===== src/rtl/cache_direct.sv =====
// Direct-mapped, write-back, write-allocate data cache.
// It sits between the pipeline's MEM stage and a slower line-oriented backing memory.
// A miss stalls the CPU with cpu_ready=0. The cache then writes back a dirty victim
// if there is one, and fills the line from backing memory.
module cache_direct #(
    parameter int LINES      = 16,
    parameter int LINE_WORDS = 4
) (
    input  logic                     clk,
    input  logic                     reset,
    input  logic [31:0]              cpu_addr,
    input  logic [31:0]              cpu_data_in,
    input  logic                     cpu_enable,
    input  logic                     cpu_read_write,
    input  logic [3:0]               cpu_byte_enable,
    output logic [31:0]              cpu_data_out,
    output logic                     cpu_ready,
    output logic [31:0]              mem_addr,
    output logic                     mem_enable,
    output logic                     mem_read_write,
    output logic [32*LINE_WORDS-1:0] mem_data_out,
    input  logic [32*LINE_WORDS-1:0] mem_data_in,
    input  logic                     mem_ack
);

    localparam int WO  = $clog2(LINE_WORDS);
    localparam int IW  = $clog2(LINES);
    localparam int OFF = WO + 2;
    localparam int TW  = 32 - OFF - IW;
    localparam int LW  = 32 * LINE_WORDS;

    typedef enum logic [1:0] {COMPARE, WRITEBACK, ALLOCATE} state_t;

    state_t state, next_state;

    logic [LINES-1:0] valid;
    logic [LINES-1:0] dirty;
    logic [TW-1:0]    tags  [LINES];
    logic [LW-1:0]    lines [LINES];

    // The line being serviced is latched at the miss.
    // This lets a request that is withdrawn mid-miss still fill the right line.
    logic [IW-1:0] miss_idx;
    logic [TW-1:0] miss_tag;

    logic [WO-1:0] word_off;
    logic [IW-1:0] idx;
    logic [TW-1:0] req_tag;
    logic          hit;
    logic          write_hit;
    logic [LW-1:0] cur_line;
    logic [31:0]   cur_word;
    logic [31:0]   merged_word;
    logic [LW-1:0] new_line;

    assign word_off  = cpu_addr[OFF-1:2];
    assign idx       = cpu_addr[OFF+IW-1:OFF];
    assign req_tag   = cpu_addr[31:OFF+IW];
    assign hit       = cpu_enable && valid[idx] && (tags[idx] == req_tag);
    assign write_hit = (state == COMPARE) && hit && !cpu_read_write;
    assign cur_line  = lines[idx];
    assign cur_word  = cur_line[{word_off, 5'b0} +: 32];

    // Merge the enabled store byte lanes into the addressed word.
    // The merged word is then placed back into its line.
    always_comb begin
        merged_word = cur_word;
        for (int b = 0; b < 4; b++) begin
            if (cpu_byte_enable[b]) begin
                merged_word[8*b +: 8] = cpu_data_in[8*b +: 8];
            end
        end
        new_line = cur_line;
        new_line[{word_off, 5'b0} +: 32] = merged_word;
    end

    // Next-state logic and all CPU/memory-side outputs.
    // Memory-side outputs are forced idle while reset is asserted.
    always_comb begin
        next_state     = state;
        cpu_ready      = 1'b0;
        cpu_data_out   = 32'h0;
        mem_enable     = 1'b0;
        mem_read_write = 1'b1;
        mem_addr       = 32'h0;
        mem_data_out   = '0;
        case (state)
            COMPARE: begin
                cpu_ready = !cpu_enable || hit;
                if (hit && cpu_read_write) begin
                    cpu_data_out = cur_word;
                end
                if (cpu_enable && !hit) begin
                    next_state = (valid[idx] && dirty[idx]) ? WRITEBACK : ALLOCATE;
                end
            end
            WRITEBACK: begin
                cpu_ready      = !cpu_enable;
                mem_enable     = 1'b1;
                mem_read_write = 1'b0;
                mem_addr       = {tags[miss_idx], miss_idx, {OFF{1'b0}}};
                mem_data_out   = lines[miss_idx];
                if (mem_ack) begin
                    next_state = ALLOCATE;
                end
            end
            ALLOCATE: begin
                cpu_ready      = !cpu_enable;
                mem_enable     = 1'b1;
                mem_read_write = 1'b1;
                mem_addr       = {miss_tag, miss_idx, {OFF{1'b0}}};
                if (mem_ack) begin
                    next_state = COMPARE;
                end
            end
            default: begin
                next_state = COMPARE;
            end
        endcase
        if (reset) begin
            mem_enable     = 1'b0;
            mem_read_write = 1'b1;
            mem_addr       = 32'h0;
            mem_data_out   = '0;
        end
    end

    // State register. Reset abandons any transaction in flight.
    always_ff @(posedge clk) begin
        if (reset) begin
            state <= COMPARE;
        end else begin
            state <= next_state;
        end
    end

    // Capture the index and tag of the request that missed.
    always_ff @(posedge clk) begin
        if (!reset && state == COMPARE && cpu_enable && !hit) begin
            miss_idx <= idx;
            miss_tag <= req_tag;
        end
    end

    // Maintain the valid and dirty bits through hits, write-backs and fills.
    always_ff @(posedge clk) begin
        if (reset) begin
            valid <= '0;
            dirty <= '0;
        end else begin
            if (write_hit) begin
                dirty[idx] <= 1'b1;
            end
            if (state == WRITEBACK && mem_ack) begin
                dirty[miss_idx] <= 1'b0;
            end
            if (state == ALLOCATE && mem_ack) begin
                valid[miss_idx] <= 1'b1;
                dirty[miss_idx] <= 1'b0;
            end
        end
    end

    // Data and tag storage. Not cleared by reset; valid bits gate their use.
    always_ff @(posedge clk) begin
        if (!reset) begin
            if (write_hit) begin
                lines[idx] <= new_line;
            end else if (state == ALLOCATE && mem_ack) begin
                lines[miss_idx] <= mem_data_in;
                tags[miss_idx]  <= miss_tag;
            end
        end
    end

endmodule


===== config.mk =====
export PLATFORM = sky130hd
export DESIGN_NAME = cache_direct
export DESIGN_NICKNAME = d
export VERILOG_FILES = /design/src/rtl/cache_direct.sv
export SDC_FILE = /design/constraint.sdc
export NUM_CORES = 2
export LEC_CHECK = 0
export BUFFER_PORTS_ARGS = -buffer_cell sky130_fd_sc_hd__buf_2
export CORE_MARGIN = 2
export CORE_UTILIZATION = 34
export DETAILED_ROUTE_END_ITERATION = 7
export PLACE_DENSITY = 0.62
export SLEW_MARGIN = 5
export SYNTH_ARGS = -nofsm -noshare
export SYNTH_HDL_FRONTEND = slang
export SYNTH_SLANG_ARGS = --single-unit

===== constraint.sdc =====
create_clock -name clk -period 11.65 [get_ports clk]
set_input_delay 1.7475 -clock clk [delete_from_list [all_inputs] [get_ports clk]]
set_output_delay 1.7475 -clock clk [all_outputs]
set_load 0.01 [all_outputs]

## Word level (Yosys, flattened, before mapping)

Memories as Yosys holds them, arrays and structs flattened. A register that Yosys moved wholly into a read port is not among the register bits.
Index checks and enable logic that the tools add are counted.

- Add/subtract/negate cells: 1
- $lt $le $gt $ge: 4
- Equality and inequality tests: 6
- Shifts and indexed selects: 3
- Muxes and demuxes: 46
- Bitwise logic cells: 5
- Reduce and logical (&&, ||, !) cells: 23

Operators with widths:

| operator | count |
|---|---|
| $mux 128 | 3 |
| $bwmux 128 | 1 |
| $reduce_or 128->1 | 1 |
| $shift 32x9->128 const A | 1 |
| $shiftx 128x8->32 | 1 |
| $shiftx 32x9->128 | 1 |
| $mux 32 | 3 |
| $mux 16 | 5 |
| $pmux 32 s2 | 1 |
| $and 16x16->16 | 2 |
| $mux 8 | 4 |
| $or 16x16->16 | 2 |
| $eq 24x24->1 | 1 |
| $mux 1 | 16 |
| $not 16->16 | 1 |
| $logic_and 1x1->1 | 14 |
| $mux 4 | 3 |
| $lt 4x5->1 const B | 2 |
| $neg 7->9 | 1 |
| $bmux 1 s4 | 2 |
| $demux 1 s4 | 2 |
| $ge 4x1->1 const B | 2 |
| $mux 2 | 4 |
| $ne 2x2->1 const B | 3 |
| 9 further kinds | 12 |

- Register bits: 62
- Bits in writable memories: 2432
- Input bits: 201
- Output and inout port bits: 195
- Word-level logic and storage cells: 95
- Memories: 2

Memory list:

| memory | depth | bits a word | read ports | clocked after Yosys merged registers in | wr ports | RTL line | source |
|---|---|---|---|---|---|---|---|
| lines | 16 | 128 | 2 | 1 | 1 | 39 | `logic [LW-1:0] lines [LINES];` |
| tags | 16 | 24 | 2 | 1 | 1 | 38 | `logic [TW-1:0] tags [LINES];` |

## Depth between registers and ports, before layout

- Word-level depth: 13
- Gate-level depth with buffers: 16

## Worst setup path before layout

Ideal clock, no wire load.

- Kind: in2reg
- Start: in cpu_addr[5]
- End: mem lines[14][0] (netlist bit), enable pin
- Arrival: 10774 ps
- Path slack: 218 ps
- Stages: 13
- Buffers on the path: 4
- Cell sequence: buf_6 buf_6 buf_8 mux2i_4 o32ai_1 nor4_1 nand4_1 or4b_4 a2111oi_4 and4b_1 buf_6 mux2_2 a21oi_1

- Word-level cells in the longest chain between the ends: 11
- Elaborated cells on any way between the ends: 17
- Those cells by class: eq/ne (1); mux (10); reduce/logical (5); memory (1)

Ends and longest elaborated chain:

| what | RTL line | source |
|---|---|---|
| start: declaration | 11 | `input logic [31:0] cpu_addr,` |
| branches (longest 11 deep; another with $mem_v2 16x24) | n/a |  |
| end: declaration | 39 |  |

Several ways; the timed one is not identified. The select of a mux whose other input is x is not followed.

## Final worst setup path

- Start: in cpu_addr[4]
- End: out cpu_data_out[0]

- Word-level cells in the longest chain between the ends: 7
- Elaborated cells on any way between the ends: 11
- Those cells by class: eq/ne (1); shift (1); mux (4); reduce/logical (3); memory (2)

Ends and longest elaborated chain:

| what | RTL line | source |
|---|---|---|
| branches (longest 5 deep; another with $mem_v2 16x128) | n/a |  |
| $mux 32 * | 90 | `if (hit && cpu_read_write) begin` |
| $mux 32 * | 87 | `case (state)` |
| end: declaration | 16 | `output logic [31:0] cpu_data_out,` |

Every way passes the cells marked *. The select of a mux whose other input is x is not followed.

==> flow_summary.rst <==
.. list-table::
   :header-rows: 1

   * - Metric
     - Value
   * - Outcome
     - finished, final reports clean
   * - Main combinational cell family by area after synthesis
     - multiplexers
   * - Worst path arrival time
     - 6.64 ns
   * - Post-CTS sizing
     - 0
   * - Hold_buf cts
     - 0
   * - Xor/xnor share of the synthesized area
     - 0.185%
   * - First-pass iteration count of the detailed router
     - 5
   * - Number of warnings printed during yosys synthesis
     - 0
   * - Area taken by multi-input logic gates
     - 41700 um2
   * - Total leakage power
     - 0.0424 uW
   * - Post-detailed-routing wire length
     - 393000 um
   * - Highest-delay cell along the critical path
     - sky130_fd_sc_hd__buf_4
   * - Area of the core
     - 347000 um2
   * - R2R Path Start
     - tags[4][20]
   * - Synth cell types
     - 74
   * - Count of clock tree sinks
     - 2498
   * - Pin count of the biggest net entering global routing
     - 134
   * - Setup repair after global routing missed its margin
     - no
   * - Simple logic cell fraction of the synthesized area
     - 1.70%
   * - Share of layout cells above drive strength 1
     - 42.4%
   * - Cell with the most instances on the worst path
     - sky130_fd_sc_hd__mux4_2
   * - Count of endpoints failing setup in the final report
     - 0
   * - Routed vias/inst
     - 6.15
   * - Seq pwr share
     - 48.1%
   * - Crit path kind
     - in -> out
   * - Number of buffers and inverters on the critical path
     - 5
   * - Share of power burned in combinational logic
     - 11.5%
   * - Maximum VDD drop
     - 126 uV
   * - Startpoint Class
     - input port
   * - Multiplexer area fraction after synthesis
     - 30.9%
   * - Reg area
     - 74600 um2
   * - Max frequency
     - 0.119 GHz
   * - Maximum number of buffers from clock root to sink
     - 4
   * - Die boundary height
     - 595 um
   * - Power per standard cell area
     - 157 nW/um2
   * - Power share of the clock group
     - 40.4%
   * - Initial antenna violation count
     - 93
   * - Smallest setup slack after layout
     - 3.26 ns
   * - Number of core rows
     - 216
   * - Most used DFF post-synth
     - sky130_fd_sc_hd__edfxtp_1
   * - Ordered list of cells on the worst path
     - buf_8 > buf_12 > buf_4 > buf_4 > mux4_2 > mux4_2 > mux4_2 > nor2b_1 > buf_2
   * - Synth Area per Inst
     - 21.2 um2
   * - Total half-perimeter wirelength after legalization and detailed placement
     - 228000 um
   * - Initial cell density of the core
     - 34.2%
   * - Number of clock buffers inserted by TritonCTS
     - 274
   * - Area share of the leading cell type in the synthesized netlist
     - 62.3%
   * - Synth top cells by count
     - sky130_fd_sc_hd__edfxtp_1, sky130_fd_sc_hd__mux4_2, sky130_fd_sc_hd__clkbuf_1, sky130_fd_sc_hd__nor2b_1, sky130_fd_sc_hd__inv_1
   * - Worst slew margin relative to its limit
     - 7.18%
   * - Count of endpoints failing hold in the final timing report
     - 0
   * - Compound-cell area share of the yosys netlist
     - 1.92%
   * - Crit. End Element
     - output port
   * - Biggest area consumer among synthesized cells
     - sky130_fd_sc_hd__edfxtp_1
   * - Number of maximum-capacitance constraint violations
     - 0
   * - Relative area change from synthesis to final layout
     - 13.7%
   * - Required time at the endpoint of the critical path
     - 9.90 ns
   * - Layout Nets
     - 6167
   * - Seq cells post-synth
     - 2498
   * - Mapped Area
     - 119000 um2
   * - Antenna viol nets, final
     - 0
   * - Number of I/O pins
     - 396
   * - Beginning of the worst hold path
     - valid[9]
   * - Post-CTS repair timing setup buffer count
     - 0
   * - Wire length of the first global-routing pass
     - 544000 um
   * - CTS tree
     - done
   * - Net Sw Power
     - 5200 uW
   * - Average routed wire per standard cell
     - 36.4 um
   * - CTS H-Tree Depth
     - 5
   * - Cell chosen for the clock root
     - sky130_fd_sc_hd__clkbuf_16
   * - Number of synthesized flops with an enable pin
     - 2460
   * - Fin Setup TNS
     - 0 ns
   * - Switching power as a share of total power
     - 24.5%
   * - Classification of the worst-slack hold path
     - reg -> reg
   * - Pre-CTS WS
     - 3.18 ns
   * - Asr flop ratio synth
     - 0%
   * - Vias after detailed routing
     - 66300
   * - Insertion delay to the later sink of the worst-skew pair
     - 0.94 ns
   * - Worst clock skew
     - 0.120 ns
   * - Max stage delay on crit path
     - 0.79 ns
   * - Cell types occupying the most area after synthesis
     - sky130_fd_sc_hd__edfxtp_1, sky130_fd_sc_hd__mux4_2, sky130_fd_sc_hd__mux2_2, sky130_fd_sc_hd__mux2i_1, sky130_fd_sc_hd__nor2b_1
   * - Most frequently used cell type in the post-synthesis netlist
     - sky130_fd_sc_hd__edfxtp_1
   * - Die boundary width
     - 595 um
   * - Area enclosed by the die boundary
     - 354000 um2
   * - Final Slew Violations
     - 0
   * - Post-synthesis instance total
     - 5589
   * - Total DRC errors in the routed layout
     - 0
   * - Actual transition at the worst max-transition pin
     - 1.39 ns
   * - Launching element of the worst setup path
     - cpu_addr[4]
   * - Portion of the clock cycle consumed by the worst path in the final layout
     - 72.0%
   * - Largest fanout of any net on the critical path
     - 85
   * - Last weighted congestion value of the routability-driven placer
     - 0.862
   * - Crit-path leading delay family
     - buffers and inverters
   * - Total congestion overflow
     - 0
   * - Share of synthesized area occupied by flip-flops and latches
     - 62.9%
   * - Number of buffers inserted by port buffering
     - 389
   * - DRC marker count from the first detailed-route iteration
     - 8898
   * - Count of filler cells inserted in the layout
     - 30700
   * - Clock edge transition at the registers on the reported setup and hold paths
     - 0.05 ns
   * - Number of global-route vias before repair
     - 68400
   * - Pint
     - 16000 uW
   * - Min Tclk post-route
     - 8.39 ns
   * - GRT Overall Usage
     - 21.8%
   * - Arithmetic-cell share of the synthesized area counting full adders, half adders and majority gates
     - 0.0949%
-- state kept, by name (all words and copies together) (netlist names), named ones only --
name / flops
valid: 16
dirty: 16
lines: 2048
state: 2
miss_idx: 4
tags: 384
miss_tag: 24
-- per-stage QoR --
step	power [uW]	cell area (um2)	std cells	util [%]	hold slack, ns
after global routing	21700	135000	10800	38.9	0.476
after floorplan	11900	119000	5592	-	0.427
final	21200	135000	10800	38.9	0.467
after detailed placement	12800	126000	10300	36.4	0.448
after global placement	12800	126000	10300	36.4	0.444
after CTS	21300	135000	10700	38.9	0.467
-- cell type report --
class | instances | share of cell area [%]
Clock inverter | 139 | 1.03
Clock buffer | 340 | 5.35
Sequential cell | 2498 | 55.3
Antenna cell | 47 | 0.0872
Timing Repair Buffer | 550 | 2.63
Tap cell | 4578 | 4.25
Inverter | 146 | 0.412
Multi-Input combinational cell | 2487 | 30.9
-- per-layer routing --
layer	wire length (um)	up-vias	share of wire, %	global-route usage (%)
li1	-	25300	-	-
met1	145000	36500	37	28.0
met2	192000	3807	49	35.6
met3	38600	682	9.8	4.68
met4	18100	22	4.6	10.1
met5	144	-	0.037	0
-- cell usage in the layout, fill, tap and decap left out, types with 10 or more instances in the layout --
master and instances:
sky130_fd_sc_hd__edfxtp_1 2460, sky130_fd_sc_hd__mux4_2 1498, sky130_fd_sc_hd__buf_2 385, sky130_fd_sc_hd__clkbuf_16 278, sky130_fd_sc_hd__nor2b_1 178, sky130_fd_sc_hd__inv_1 143, sky130_fd_sc_hd__o22ai_1 138, sky130_fd_sc_hd__buf_4 133
sky130_fd_sc_hd__mux2_2 131, sky130_fd_sc_hd__mux2i_1 120, sky130_fd_sc_hd__clkbuf_1 60, sky130_fd_sc_hd__clkinv_1 56, sky130_fd_sc_hd__diode_2 47, sky130_fd_sc_hd__nor2_1 46, sky130_fd_sc_hd__a22oi_1 44, sky130_fd_sc_hd__nand2_1 34
sky130_fd_sc_hd__dfxtp_1 34, sky130_fd_sc_hd__clkinv_2 30, sky130_fd_sc_hd__buf_12 29, sky130_fd_sc_hd__a31oi_1 20, sky130_fd_sc_hd__bufinv_16 20, sky130_fd_sc_hd__xnor2_1 17, sky130_fd_sc_hd__a21oi_4 16, sky130_fd_sc_hd__and2_1 13
sky130_fd_sc_hd__a32o_1 13, sky130_fd_sc_hd__a211oi_1 12, sky130_fd_sc_hd__a311oi_1 12, sky130_fd_sc_hd__o211ai_1 11, sky130_fd_sc_hd__nand4_1 10, sky130_fd_sc_hd__mux2_1 10
-- worst register-to-register path: stages, from the launching register on --
cell                        delay (ns)
sky130_fd_sc_hd__edfxtp_1         0.40
sky130_fd_sc_hd__mux4_2           0.47
sky130_fd_sc_hd__mux2i_1          0.26
sky130_fd_sc_hd__xor2_1           0.31
sky130_fd_sc_hd__nand2_1          0.09
sky130_fd_sc_hd__or4b_4           0.57
sky130_fd_sc_hd__a2111oi_4        0.45
sky130_fd_sc_hd__and4b_1          0.24
sky130_fd_sc_hd__buf_4            0.32
sky130_fd_sc_hd__mux2_2           0.59
sky130_fd_sc_hd__a21oi_4          0.28
sky130_fd_sc_hd__buf_12           0.50
sky130_fd_sc_hd__buf_4            0.75
-- power by group through the flow --
| stage | clock network (uW) | logic, uW | registers, uW |
|---|---|---|---|
| floorplan | 0 | 1580 | 10300 |
| global placement | 0 | 2410 | 10400 |
| detailed placement | 0 | 2440 | 10400 |
| CTS | 8660 | 2450 | 10200 |
| global route | 8990 | 2550 | 10200 |
| finish | 8550 | 2450 | 10200 |
-- final timing paths --
| kind | end | slack [ns] | cells after the start |
|---|---|---|---|
| max reg2reg | lines[15][108] | 6.00 | 12 |
| min reg2reg | valid[9] | 0.47 | 1 |
| min | valid[9] | 0.47 | 1 |
| max | cpu_data_out[0] | 3.26 | 9 |
-- cells by family after synthesis --
group	Yosys count
xor+xnor	25
simple gates	354
fa+ha+maj	9
mux	1771
flops	2498
compound gates	324
other cells	1
buf+inv	607
Note: power is estimated with default switching activity, not from simulation.
